`src/rtl/cell_chk_pkg.sv`:
```
// rtl/cell_chk_pkg.sv - shared types and golden tables for the cell response checkers
package cell_chk_pkg;

  localparam int N_IN  = 6;
  localparam int N_VEC = 64;

  // ZN golden tables, bit v = expected ZN for vector {A1,A2,B1,B2,C1,C2} = v
  localparam logic [N_VEC-1:0] TRUTH_OAI222 = 64'h111F_111F_111F_FFFF;

  typedef enum logic [1:0] {
    S_IDLE,
    S_SETTLE,
    S_CHECK,
    S_DONE
  } state_t;

endpackage

```
`src/rtl/cell_vec_gen.sv`:
```
// rtl/cell_vec_gen.sv - vector and settle counters for the exhaustive sweep
module cell_vec_gen
  import cell_chk_pkg::*;
#(
  parameter int SETTLE = 2
) (
  input  logic            clk,
  input  logic            rst_n,
  input  logic            clear,
  input  logic            settle_en,
  input  logic            advance,
  output logic [N_IN-1:0] vec,
  output logic            settle_last,
  output logic            vec_last
);

  localparam logic [3:0]      CNT_LAST = 4'(SETTLE - 1);
  localparam logic [N_IN-1:0] VEC_LAST = N_IN'(N_VEC - 1);

  logic [3:0] cnt;

  always_ff @(posedge clk or negedge rst_n) begin
    if (!rst_n) begin
      vec <= '0;
      cnt <= '0;
    end else if (clear) begin
      vec <= '0;
      cnt <= '0;
    end else if (advance) begin
      vec <= vec + 1'b1;
      cnt <= '0;
    end else if (settle_en && !settle_last) begin
      cnt <= cnt + 1'b1;
    end
  end

  assign settle_last = (cnt == CNT_LAST);
  assign vec_last    = (vec == VEC_LAST);

endmodule

```
`config.mk`:
```
export PLATFORM = sky130hd
export DESIGN_NAME = cell_vec_gen
export DESIGN_NICKNAME = d
export VERILOG_FILES = /design/src/rtl/cell_chk_pkg.sv /design/src/rtl/cell_vec_gen.sv
export SDC_FILE = /design/constraint.sdc
export NUM_CORES = 1
export LEC_CHECK = 0
export CAP_MARGIN = 30
export CORE_MARGIN = 10
export CORE_UTILIZATION = 30
export CTS_BUF_LIST = sky130_fd_sc_hd__clkbuf_2 sky130_fd_sc_hd__clkbuf_4 sky130_fd_sc_hd__clkbuf_8
export DETAILED_ROUTE_END_ITERATION = 6
export REMOVE_ABC_BUFFERS = 1
export SYNTH_ARGS = -nofsm -noshare
export SYNTH_HDL_FRONTEND = slang
export SYNTH_SLANG_ARGS = --single-unit
```
`constraint.sdc`:
```
create_clock -name clk -period 2 [get_ports clk]
set_input_delay 0.3 -clock clk [delete_from_list [all_inputs] [get_ports clk]]
set_output_delay 0.3 -clock clk [all_outputs]
set_load 0.01 [all_outputs]
```
==> metrics.txt <==
Worst Path Arrival=1.59 ns; initial antenna violation count=0; Num CTS Buffers=3; CTS tree=yes; Die H=62.2 µm; unrepaired setup endpoints after global routing=no; vias in the first global route=452; pin slew with the least headroom to its limit=0.469 ns; register area share after synthesis=0.469; Syn Area/Cell=10.3 µm²; Synth area leader=dfrtp_1; min cycle time layout=1.89 ns; pin count of the biggest net entering global routing=11; register area=253 µm²; drt pass-1 iters=4; first-pass GRT wire length=1950 µm; Final Max Tran Viols=0; Crit Reg-Reg Startpoint=cnt[0]$_DFFE_PN0P_; Comb pwr share=0.120; WL final=1070 µm; worst min path class=primary input to async pin; DRC errors left=0; Site Rows=15; clock share of power=0.396; Seq pwr share=0.485; Die Span X=62.2 µm; IO Count=13; Mapped Area=533 µm²; CTS Sinks=10; initial DRC count=3; total core area=0.00171 mm²; # nets final=77; Setup TNS Final=0 ns; fillers=165; cts hold-fix bufs=0; DP Worst Slack=0.239 ns; n_diodes=0; die area=0.00386 mm²; post-synth top area share=0.469; critical path peak fanout=4; Critical Path Sink Type=output port; CP Launch Point=vec[0]$_DFFE_PN0P_; register bit total from synthesis=10; GRT Util Overall=0.0640; top cells by area, synth=dfrtp_1, ha_1, xor2_1, nor2_1, nand2_1; CTS root buf=clkbuf_4; NetSw=101 µW; final setup margin=0.110 ns; Cell Int Power=348 µW; setup bufs post-CTS=0; routability cong.=0.730; CP Class=flop to output port; WHS=0.358 ns; H-tree Lvls=1; Netlist cell types=20; clock latency on the worst-skew pair=0.26 ns; Port-buffer cells=12; Overflow after GRT=0; routed vias/inst=4.49; count of final hold-check violations=0; crit start category=flop; Initial Util=0.312; DP Wirelength=822 µm; Slew Limit Headroom=0.686; static leakage=0.326 nW; Clock transition at path regs=0.06 ns; Final ANT Viol Nets=0; Cell Pwr Density=618 mW/mm²; Fmax=529 MHz; # setup viols final=0; final setup skew=0.00179 ns; Syn Inst Count=52; status=finished, final reports clean; Worst EP required=1.70 ns; multi-input logic area=267 µm²; Avg WL per Cell=11.5 µm; synth-to-layout area growth=36.6%; deepest clock path buffer count=2; most common cell after layout, fill and taps aside=clkdlybuf4s50_1; DR vias=418; yosys warns=0; most frequent cells in the layout=clkdlybuf4s50_1, dfrtp_1, nor2_1; layout cells sized above 1=0.147; sw frac=0.226; Worst VDD drop=0.328 mV; max cap viols=0; period utilization=0.945
final timing paths:
kind                                       to  slack [ns]  depth (start not counted)
setup / recovery                     vec_last        0.11                          4
hold / removal             vec[5]$_DFFE_PN0P_        0.36                          1
setup reg to reg           cnt[0]$_DFFE_PN0P_        0.64                          4
hold reg to reg            vec[5]$_DFFE_PN0P_        0.59                          2
max in group asynchronous  vec[1]$_DFFE_PN0P_        1.30                          1
min in group clk           vec[5]$_DFFE_PN0P_        0.59                          2
state kept, by name (all words and copies together) (netlist names):
register	cells
cnt	4
vec	6
through the flow:
stage	instances	total power [mW]	utilization	area [µm²]
floorplan	50	0.240	-	518
global placement	89	0.276	0.401	684
detailed placement	89	0.276	0.401	684
CTS	93	0.458	0.425	726
global route	93	0.473	0.426	728
finish	93	0.450	0.426	728
critical path, stage by stage (launching register included):
cell             delay [ns]
dfrtp_2                0.42
ha_1                   0.20
nand2_1                0.06
nor2_1                 0.10
clkdlybuf4s50_1        0.54
power by group through the flow:
stage	Sequential, mW	Combinational (mW)	Clock, mW
after floorplan	0.222	0.0185	0
after global placement	0.221	0.0543	0
after detailed placement	0.221	0.0544	0
after CTS	0.217	0.0552	0.185
after global routing	0.219	0.0616	0.193
final	0.218	0.0538	0.178
layout make-up:
cell class,count,area share
clock buffer,4,0.0498
inverter,2,0.0103
multi-input combinational,38,0.366
sequential,10,0.347
tap,25,0.0430
timing repair buffer,14,0.184
per-layer routing:
layer | vias up | GRT usage | part of all wire | wire length (µm)
li1 | 208 | - | - | -
met1 | 203 | 0.0605 | 0.42 | 449
met2 | 5 | 0.0987 | 0.51 | 545
met3 | 2 | 0.0358 | 0.045 | 48
met4 | 0 | 0.0543 | 0.020 | 21
met5 | - | 0 | 0 | 0
Yosys cell counts (all sizes together):
| cell type | number |
|---|---|
| a21boi | 2 |
| a21oi | 1 |
| buf | 1 |
| clkbuf | 1 |
| dfrtp | 10 |
| ha | 3 |
| inv | 2 |
| mux2i | 1 |
| nand2 | 6 |
| nand3 | 1 |
| nand4 | 3 |
| nor2 | 7 |
| nor3 | 1 |
| nor3b | 1 |
| o211a | 1 |
| o21ai | 3 |
| or3 | 3 |
| xnor2 | 1 |
| xor2 | 4 |
logic make-up (layout without fill, tap and decap cells):
family,after synthesis,in the layout,synth area share
and+or+nand+nor,22,22,0.232
buffers and inverters,4,20,0.0423
DFF,10,10,0.469
muxes,1,1,0.0188
AOI/OAI and AO/OA,7,7,0.0845
adders and majority gates,3,3,0.0704
xor gates and xnor gates,5,5,0.0822
timing repair:
item | 4_1_cts | 5_1_grt
setup endpoints to repair | 1 | 1
resized for setup | 2 | 2
pin swaps | 0 | 0
Note: power is estimated with default switching activity, not from simulation.
